`config.mk`:
```
export PLATFORM = sky130hd
export DESIGN_NAME = satalnk_rmcont_flat
export DESIGN_NICKNAME = d
export VERILOG_FILES = /design/src/rtl/satalnk_rmcont_if.sv /design/src/rtl/satalnk_rmcont.sv /design/src/flat_wrapper.sv
export SDC_FILE = /design/constraint.sdc
export NUM_CORES = 1
export LEC_CHECK = 0
export ABC_AREA = 1
export CORE_ASPECT_RATIO = 1.2
export CORE_MARGIN = 5
export CORE_UTILIZATION = 31
export CTS_CLUSTER_SIZE = 8
export DETAILED_ROUTE_END_ITERATION = 16
export GPL_TIMING_DRIVEN = 0
export SLEW_MARGIN = 10
export SYNTH_ARGS = -nofsm -noshare
export SYNTH_HDL_FRONTEND = slang
export SYNTH_SLANG_ARGS = --single-unit
```
`constraint.sdc`:
```
create_clock -name i_clk -period 2.59 [get_ports i_clk]
set_input_delay 0.777 -clock i_clk [delete_from_list [all_inputs] [get_ports i_clk]]
set_output_delay 0.777 -clock i_clk [all_outputs]
set_load 0.02 [all_outputs]
```
`src/rtl/satalnk_rmcont_if.sv`:
```
// Word stream between the RX async FIFO, the CONT/ALIGN remover and the link state machine.
// The remover accepts every valid word and produces one registered result per cycle; no backpressure.
interface satalnk_rmcont_if;
    logic        i_valid;
    logic [32:0] i_data;
    logic        o_valid;
    logic [32:0] o_data;
    logic        o_cont_active;
    logic        o_err;
    logic        o_dbg_hold_valid;

    modport slave (
        input  i_valid, i_data,
        output o_valid, o_data, o_cont_active, o_err, o_dbg_hold_valid
    );

    modport master (
        output i_valid, i_data,
        input  o_valid, o_data, o_cont_active, o_err, o_dbg_hold_valid
    );
endinterface

```
`src/rtl/satalnk_rmcont.sv`:
```
// Strips SATA CONT runs and ALIGNs from the RX word stream, expanding continued primitives
// so the link state machine sees them explicitly repeated; flags illegal CONT and unknown primitives.
module satalnk_rmcont #(
    parameter bit OPT_REPEAT     = 1'b1,
    parameter bit OPT_PASS_ALIGN = 1'b0
) (
    input  logic              i_clk,
    input  logic              i_reset,
    satalnk_rmcont_if.slave   bus
);
    localparam logic [32:0] P_ALIGN   = 33'h1_7B4A4ABC;
    localparam logic [32:0] P_CONT    = 33'h1_9999AA7C;
    localparam logic [32:0] P_DMAT    = 33'h1_3636B57C;
    localparam logic [32:0] P_EOF     = 33'h1_D5D5B57C;
    localparam logic [32:0] P_HOLD    = 33'h1_D5D5AA7C;
    localparam logic [32:0] P_HOLDA   = 33'h1_9595AA7C;
    localparam logic [32:0] P_PMREQ_P = 33'h1_1717B57C;
    localparam logic [32:0] P_PMREQ_S = 33'h1_7575957C;
    localparam logic [32:0] P_R_ERR   = 33'h1_5656B57C;
    localparam logic [32:0] P_R_IP    = 33'h1_5555B57C;
    localparam logic [32:0] P_R_OK    = 33'h1_3535B57C;
    localparam logic [32:0] P_R_RDY   = 33'h1_4A4A957C;
    localparam logic [32:0] P_SOF     = 33'h1_3737B57C;
    localparam logic [32:0] P_SYNC    = 33'h1_B5B5957C;
    localparam logic [32:0] P_WTRM    = 33'h1_5858B57C;
    localparam logic [32:0] P_X_RDY   = 33'h1_5757B57C;

    typedef enum logic {S_PASS = 1'b0, S_CONT = 1'b1} state_t;

    function automatic logic f_repeatable(input logic [32:0] d);
        case (d)
            P_HOLD, P_HOLDA, P_PMREQ_P, P_PMREQ_S, P_R_ERR, P_R_IP,
            P_R_OK, P_R_RDY, P_SYNC, P_WTRM, P_X_RDY: f_repeatable = 1'b1;
            default:                                   f_repeatable = 1'b0;
        endcase
    endfunction

    state_t      r_state;
    logic [32:0] r_hold;
    logic        r_hold_valid;
    logic        r_drop;       // set by an illegal CONT: junk is discarded until the next primitive
    logic        r_valid;
    logic [32:0] r_data;
    logic        r_err;

    logic w_is_align;
    logic w_is_cont;
    logic w_is_prim;
    logic w_known;
    logic w_cont_ok;

    assign w_is_prim  = bus.i_data[32];
    assign w_is_align = (bus.i_data == P_ALIGN);
    assign w_is_cont  = (bus.i_data == P_CONT);
    assign w_known    = f_repeatable(bus.i_data) || (bus.i_data == P_SOF) ||
                        (bus.i_data == P_EOF) || (bus.i_data == P_DMAT);
    assign w_cont_ok  = r_hold_valid && f_repeatable(r_hold);

    always_ff @(posedge i_clk) begin
        if (i_reset) begin
            r_state      <= S_PASS;
            r_hold       <= P_SYNC;
            r_hold_valid <= 1'b0;
            r_drop       <= 1'b0;
            r_valid      <= 1'b0;
            r_data       <= P_SYNC;
            r_err        <= 1'b0;
        end else begin
            r_valid <= 1'b0;
            r_err   <= 1'b0;
            if (bus.i_valid) begin
                if (w_is_align) begin
                    // ALIGN is transparent to the CONT run and the held primitive
                    if (OPT_PASS_ALIGN) begin
                        r_valid <= 1'b1;
                        r_data  <= bus.i_data;
                    end
                end else if (w_is_cont) begin
                    r_state <= S_CONT;
                    if (w_cont_ok) begin
                        r_drop  <= 1'b0;
                        r_valid <= 1'b1;
                        r_data  <= r_hold;
                    end else begin
                        r_drop <= 1'b1;
                        r_err  <= 1'b1;
                    end
                end else if (!w_is_prim) begin
                    if (r_state == S_CONT) begin
                        if (OPT_REPEAT && r_hold_valid && !r_drop) begin
                            r_valid <= 1'b1;
                            r_data  <= r_hold;
                        end
                    end else begin
                        r_valid <= 1'b1;
                        r_data  <= bus.i_data;
                    end
                end else if (w_known) begin
                    r_state      <= S_PASS;
                    r_hold       <= bus.i_data;
                    r_hold_valid <= 1'b1;
                    r_drop       <= 1'b0;
                    r_valid      <= 1'b1;
                    r_data       <= bus.i_data;
                end else begin
                    r_state      <= S_PASS;
                    r_hold_valid <= 1'b0;
                    r_drop       <= 1'b0;
                    r_err        <= 1'b1;
                    r_valid      <= 1'b1;
                    r_data       <= bus.i_data;
                end
            end
        end
    end

    assign bus.o_valid          = r_valid;
    assign bus.o_data           = r_data;
    assign bus.o_err            = r_err;
    assign bus.o_cont_active    = (r_state == S_CONT);
    assign bus.o_dbg_hold_valid = r_hold_valid;
endmodule

```
`src/flat_wrapper.sv`:
```
// flat-port wrapper written by rule: the top's interface ports become plain ports
module satalnk_rmcont_flat 
#(
    parameter bit OPT_REPEAT     = 1'b1,
    parameter bit OPT_PASS_ALIGN = 1'b0
)
  (i_clk, i_reset, bus_i_valid, bus_i_data, bus_o_valid, bus_o_data, bus_o_cont_active, bus_o_err, bus_o_dbg_hold_valid);
  satalnk_rmcont_if bus_i ();
  input  logic i_clk;
  input  logic i_reset;
  input wire logic [$bits(bus_i.i_valid)-1:0] bus_i_valid;
  input wire logic [$bits(bus_i.i_data)-1:0] bus_i_data;
  output wire logic [$bits(bus_i.o_valid)-1:0] bus_o_valid;
  output wire logic [$bits(bus_i.o_data)-1:0] bus_o_data;
  output wire logic [$bits(bus_i.o_cont_active)-1:0] bus_o_cont_active;
  output wire logic [$bits(bus_i.o_err)-1:0] bus_o_err;
  output wire logic [$bits(bus_i.o_dbg_hold_valid)-1:0] bus_o_dbg_hold_valid;
  assign bus_i.i_valid = bus_i_valid;
  assign bus_i.i_data = bus_i_data;
  assign bus_o_valid = bus_i.o_valid;
  assign bus_o_data = bus_i.o_data;
  assign bus_o_cont_active = bus_i.o_cont_active;
  assign bus_o_err = bus_i.o_err;
  assign bus_o_dbg_hold_valid = bus_i.o_dbg_hold_valid;
  satalnk_rmcont #(.OPT_REPEAT(OPT_REPEAT), .OPT_PASS_ALIGN(OPT_PASS_ALIGN)) u_core (.i_clk(i_clk), .i_reset(i_reset), .bus(bus_i));
endmodule
```
==> flow_metrics.env, run 1 <==
export IMPL_cap_violations=0
export IMPL_route_detailed_drc=0
export IMPL_finalHoldViolCount=0
export IMPL_ys_types=29
export IMPL_synth_ff_type="dfxtp_1"
export IMPL_yosysTopAreaCellShare_pct=33.0
export IMPL_synth_edff_count=0
export IMPL_drtPass1Iterations=5
export IMPL_ios=73
export IMPL_max_vdd_ir_drop_mv=0.342
export IMPL_powerDensity_nw_per_um2=512
export IMPL_period_share_pct=97.5
export IMPL_synthCells=692
export IMPL_cts_buffer_depth=2
export IMPL_critPathLaunchType="input pin"
export IMPL_antenna_cells=0
export IMPL_synth_area_leaders="dfxtp_1, nand2_1, nand3_1, nor2_1, o21ai_0"
export IMPL_whs_ps=455
export IMPL_start_util_pct=31.8
export IMPL_cts_buffers=9
export IMPL_crit_start="bus_i_data[3]"
export IMPL_dp_cells=932
export IMPL_design_core_area_sq_um=13400
export IMPL_synthesis_nets=728
export IMPL_nNetsFinal=818
export IMPL_crit_fanout=10
export IMPL_ys_seq_area_share_pct=33.0
export IMPL_path_class="in -> reg"
export IMPL_grt_antenna_before_repair=0
export IMPL_drv_slew=0
export IMPL_cts_htree_levels=3
export IMPL_yosysWarnings=0
export IMPL_wl_met1_um=6310
export IMPL_drtAntennaViolNets=0
export IMPL_insertion_delay_ps=340
export IMPL_ys_ff_latch=70
export IMPL_yosys_area_top_type="dfxtp_1"
export IMPL_cts_tree="built"
export IMPL_syn_avg_cell_area_sq_um=6.14
export IMPL_clock_sinks=70
export IMPL_gp_congestion=0.931
export IMPL_root_buffer="clkbuf_16"
export IMPL_finalSetupViolations=0
export IMPL_drt_vias_per_instance=4.92
export IMPL_die_height_um=138
export IMPL_place_hpwl_um=11300
export IMPL_hp_class="reg -> reg"
export IMPL_fin_cells=955
export IMPL_synthTopCellsByCount="nand2_1, nand3_1, nor2_1"
export IMPL_track_usage_pct=17.9
export IMPL_die_area_sq_um=16200
export IMPL_grt_pass1_wl_um=22700
export IMPL_syn_to_final_growth_pct=34.2
export IMPL_reg2reg_from="u_core.r_hold[18]$_SDFFE_PP1P_"
export IMPL_drt_iter0_drc=293
export IMPL_p_leak_uw=0.00274
export IMPL_layout_drive_gt1_share_pct=14.0
export IMPL_die_x_um=117
export IMPL_fin_crit_ps=2520
export IMPL_rows=46
export IMPL_clk_pin_slew_ps=60
export IMPL_wl_per_cell_um=15.0
export IMPL_async_reset_ff_share_pct=0
export IMPL_min_from="u_core.bus.o_data[32]$_SDFFE_PP1P_"
export IMPL_max_freq_mhz=396
export IMPL_highest_layer="met4"
export IMPL_yosysMostFrequentCell="nand2_1"
export IMPL_dr_wl_met3_um=562
export IMPL_finalClockSkew_ps=6.61
export IMPL_grt_start_max_net_pins=13
export IMPL_vias=4698
export IMPL_routed_wl_um=14300
export IMPL_grt_ovfl_total=0
export IMPL_wl_met2_um=7060
export IMPL_slew_headroom_pct=56.0
export IMPL_critPathRequiredTime_ps=2800
export IMPL_io_buffers=72
export IMPL_grt_pass1_vias=4373
export IMPL_cp_arrival_ps=2730
export IMPL_crit_path_end_kind="flip-flop"
export IMPL_outcome="completed"
export IMPL_synth_area_sq_um=4250
export IMPL_worstMarginPinSlew_ps=660
==> final timing paths <==
check	slack, ps	to	cells past startpoint
max	70	u_core.bus.o_data[16]$_SDFFE_PP1P_	10
min	450	u_core.bus.o_data[32]$_SDFFE_PP1P_	2
max reg2reg	630	u_core.bus.o_valid$_SDFF_PP0_	12
min reg2reg	450	u_core.bus.o_data[32]$_SDFFE_PP1P_	2
==> state kept, by name, summed over array words and instances (netlist names) <==
name and cells:
u_core.bus.o_dbg_hold_valid 1, u_core.r_drop 1, u_core.r_hold 32, u_core.bus.o_valid 1, u_core.bus.o_cont_active 1, u_core.bus.o_data 33
u_core.bus.o_err 1
==> final cells by class <==
| cell class | count | area (sq um) |
|---|---|---|
| Clock inverter | 6 | 61.3 |
| Sequential cell | 70 | 1400 |
| Tap cell | 168 | 210 |
| Buffer | 35 | 250 |
| Inverter | 86 | 325 |
| Multi-Input combinational cell | 501 | 2390 |
| Fill cell | 1447 | 7650 |
| Timing Repair Buffer | 79 | 826 |
| Clock buffer | 10 | 239 |
==> metrics by stage <==
step | setup WS [ps] | util (%) | area [sq um] | total power, uW | setup TNS [ps]
global placement | -595 | 38.8 | 5180 | 1680 | -25600
finish | 65.4 | 42.7 | 5700 | 2920 | 0
CTS | 5.37 | 41.4 | 5530 | 2940 | 0
global route | -9.64 | 42.7 | 5700 | 3060 | -22.1
detailed placement | -583 | 38.8 | 5180 | 1680 | -24990
floorplan | 482 | - | 4250 | 1440 | 0
==> cell usage in the layout (no fill, tap or decap), drive strengths merged <==
| cell type | instances |
|---|---|
| and2 | 3 |
| o211ai | 1 |
| clkbuf | 23 |
| nor3 | 13 |
| clkinvlp | 1 |
| bufinv | 1 |
| nand2 | 184 |
| a211oi | 2 |
| dlygate4sd2 | 2 |
| a21oi | 25 |
| nand3b | 4 |
| nand3 | 112 |
| dlymetal6s2s | 10 |
| clkdlybuf4s50 | 60 |
| buf | 29 |
| nor2 | 83 |
| nor3b | 2 |
| nand4 | 18 |
| clkinv | 5 |
| inv | 85 |
| o21ai | 54 |
| dfxtp | 70 |
==> repair_timing <==
action                                  4_1_cts  5_1_grt
buffers inserted                              2        4
resized for setup                             9       60
endpoints found under the setup margin       33       67
hold buffers                                  0        0
pin swaps                                     0       10
gates cloned                                  0        1
==> layer usage <==
layer / up-vias / GRT usage [%]
met5: - / 0
met4: 0 / 6.52
met3: 21 / 3.19
met2: 110 / 29.4
met1: 2151 / 23.3
li1: 2416 / -
==> power by group <==
group	leakage [uW]	total [uW]	switching, uW	internal (uW)
Sequential	0.000574	1150	23.4	1120
Clock	0.000148	1250	480	767
Combinational	0.00202	527	306	221
Total	0.00274	2920	809	2110
==> worst max-delay path, cell delays in order <==
cell             delay, ps
clkdlybuf4s50_1        500
nand4_1                230
nor2_2                 240
nand4_1                180
o21ai_2                120
buf_6                  150
buf_4                  170
o21ai_0                160
nand3_1                120
nand3_1                 80
==> logic make-up (layout without fill, tap and decap cells) <==
family / count (synthesis) / count (layout) / share of synthesized area (%)
and+or+nand+nor: 419 / 419 / 44.6
buffers and inverters: 121 / 216 / 12.6
AOI/OAI and AO/OA: 82 / 82 / 9.83
DFF: 70 / 70 / 33.0
Power figures use the tool's default switching activity.
==> run 2, diff against run 1 <==
--- a/config.mk
+++ b/config.mk
@@ -6,6 +6,7 @@
 export NUM_CORES = 1
 export LEC_CHECK = 0
 export ABC_AREA = 1
+export CAP_MARGIN = 20
 export CORE_ASPECT_RATIO = 1.2
 export CORE_MARGIN = 5
 export CORE_UTILIZATION = 31
==> results of run 2 <==
Final layout, timing and power as in run 1 (identical DEF).
==> run 3, diff against run 2 <==
--- a/config.mk
+++ b/config.mk
@@ -8,7 +8,6 @@
 export ABC_AREA = 1
 export CAP_MARGIN = 20
 export CORE_ASPECT_RATIO = 1.2
-export CORE_MARGIN = 5
 export CORE_UTILIZATION = 31
 export CTS_CLUSTER_SIZE = 8
 export DETAILED_ROUTE_END_ITERATION = 16
==> flow_metrics.env, run 3 (synthesis results as in run 1) <==
export IMPL_cap_violations=0
export IMPL_r2r_end="u_core.bus.o_valid$_SDFF_PP0_"
export IMPL_finalHoldViolCount=0
export IMPL_root_buffer="clkbuf_16"
export IMPL_drt_iter0_drc=300
export IMPL_reg2reg_from="u_core.r_hold[16]$_SDFFE_PP1P_"
export IMPL_hp_class="reg -> reg"
export IMPL_clockPowerShare_pct=44.0
export IMPL_antenna_cells=0
export IMPL_mostFrequentLayoutCells="nand2_1, nand3_1, dfxtp_1"
export IMPL_outcome="completed"
export IMPL_fin_cells=958
export IMPL_rows=46
export IMPL_drt_vias_per_instance=4.91
export IMPL_place_hpwl_um=10900
export IMPL_path_class="in -> reg"
export IMPL_worstMarginPinSlew_ps=651
export IMPL_layout_drive_gt1_share_pct=15.2
export IMPL_max_vdd_ir_drop_mv=0.325
export IMPL_track_usage_pct=20.7
export IMPL_pwr_share_seq_pct=38.4
export IMPL_drtAntennaViolNets=0
export IMPL_drv_slew=0
export IMPL_holdBufCountCts=0
export IMPL_final_common_cell="nand2_1"
export IMPL_p_int_uw=2180
export IMPL_start_util_pct=32.0
export IMPL_design_core_area_sq_um=13300
export IMPL_cp_arrival_ps=2840
export IMPL_setup_tns_ps=0
export IMPL_die_x_um=109
export IMPL_endpoint="u_core.bus.o_data[26]$_SDFFE_PP1P_"
export IMPL_grt_pass1_vias=4338
export IMPL_powerDensity_nw_per_um2=512
export IMPL_critPathRequiredTime_ps=2860
export IMPL_route_detailed_drc=0
export IMPL_crit_fanout=8
export IMPL_dp_cells=932
export IMPL_gp_congestion=0.908
export IMPL_period_share_pct=98.9
export IMPL_vias=4702
export IMPL_nNetsFinal=822
export IMPL_finalSetupViolations=0
export IMPL_slew_headroom_pct=56.6
export IMPL_critPathLaunchType="input pin"
export IMPL_crit_start="bus_i_data[8]"
export IMPL_rsz0062_at_grt="true"
export IMPL_largest_reg_flops=33
export IMPL_p_sw_share_pct=27.0
export IMPL_max_freq_mhz=390
export IMPL_syn_to_final_growth_pct=37.3
export IMPL_crit_path_end_kind="flip-flop"
export IMPL_grt_antenna_before_repair=0
export IMPL_p_total_uw=2990
export IMPL_fin_crit_ps=2560
export IMPL_switchingPower_uw=807
export IMPL_clock_sinks=70
export IMPL_r2r_slack_ps=630
export IMPL_drtPass1Iterations=5
export IMPL_die_height_um=130
export IMPL_reg2reg_depth=12
export IMPL_grt_pass1_wl_um=22100
export IMPL_io_buffers=72
export IMPL_insertion_delay_ps=340
export IMPL_cts_buffers=9
export IMPL_cts_buffer_depth=2
export IMPL_p_leak_uw=0.00285
export IMPL_wl_per_cell_um=14.8
export IMPL_clk_pin_slew_ps=60
export IMPL_grt_start_max_net_pins=13
export IMPL_comb_power_share_pct=17.7
export IMPL_routed_wl_um=14200
export IMPL_die_area_sq_um=14200
export IMPL_cts_htree_levels=3
export IMPL_utilization_pct=43.9
export IMPL_grt_ovfl_total=0
export IMPL_ios=73
export IMPL_cts_tree="built"
export IMPL_finalClockSkew_ps=9.23
run 3: worst min path at each step:
stage,start,endpoint,slack (ps),cells after the start
floorplan,u_core.r_hold[2]$_SDFFE_PP1P_,u_core.r_hold[2]$_SDFFE_PP1P_,440,1
finish,u_core.bus.o_data[28]$_SDFFE_PP1P_,u_core.bus.o_data[28]$_SDFFE_PP1P_,460,2
detailed placement,u_core.bus.o_data[28]$_SDFFE_PP1P_,u_core.bus.o_data[28]$_SDFFE_PP1P_,450,2
global route,u_core.bus.o_data[15]$_SDFFE_PP1P_,u_core.bus.o_data[15]$_SDFFE_PP1P_,490,2
global placement,u_core.bus.o_data[26]$_SDFFE_PP1P_,u_core.bus.o_data[26]$_SDFFE_PP1P_,440,2
CTS,u_core.bus.o_data[28]$_SDFFE_PP1P_,u_core.bus.o_data[28]$_SDFFE_PP1P_,460,2
run 3: layout make-up:
class / instances / area, sq um
fillers: 1424 / 7460
multi-input cells: 501 / 2430
flip-flops and latches: 70 / 1400
repair buffers: 83 / 878
inverters: 86 / 325
plain buffers: 35 / 275
clock buffers: 9 / 225
well taps: 168 / 210
clock inverters: 6 / 87.6
run 3: power groups by stage:
stage          clock [uW]  sequential, uW  combinational (uW)
3_5_place_dp            0            1170                 506
6_report             1310            1150                 529
5_1_grt              1380            1150                 579
2_1_floorplan           0            1220                 218
4_1_cts              1340            1150                 508
3_3_place_gp            0            1170                 505
run 3: metal layers:
layer | GRT usage, % | vias to the layer above | wire length (um)
li1 | - | 2427 | -
met1 | 26.3 | 2141 | 6280
met2 | 33.7 | 117 | 6920
met3 | 3.40 | 17 | 683
met4 | 10.0 | 0 | 327
met5 | 0 | - | 0
run 3: worst max-delay path, stage by stage:
cell and delay (ps):
clkdlybuf4s50_1 490, nor3_4 250, inv_1 60, nor2_1 160
nand4_1 220, o21ai_2 160, buf_6 180, buf_4 120
nand2_1 40, o21ai_0 140, nand3_1 140, nand3_1 90
run 3: repair_timing:
item                                   4_1_cts  5_1_grt
buffers inserted                             0        9
pin swaps                                    1       11
cloned                                       0        2
setup endpoints to repair                   26       68
resized for setup                           10       83
endpoints found under the hold margin        0        0
run 3: stage by stage:
step	hold slack, ps	worst slack (ps)	cell area (sq um)
finish	458	28.4	5840
global route	488	-40.4	5840
CTS	460	3.11	5520
detailed placement	446	-599	5180
global placement	440	-595	5180
floorplan	438	482	4250
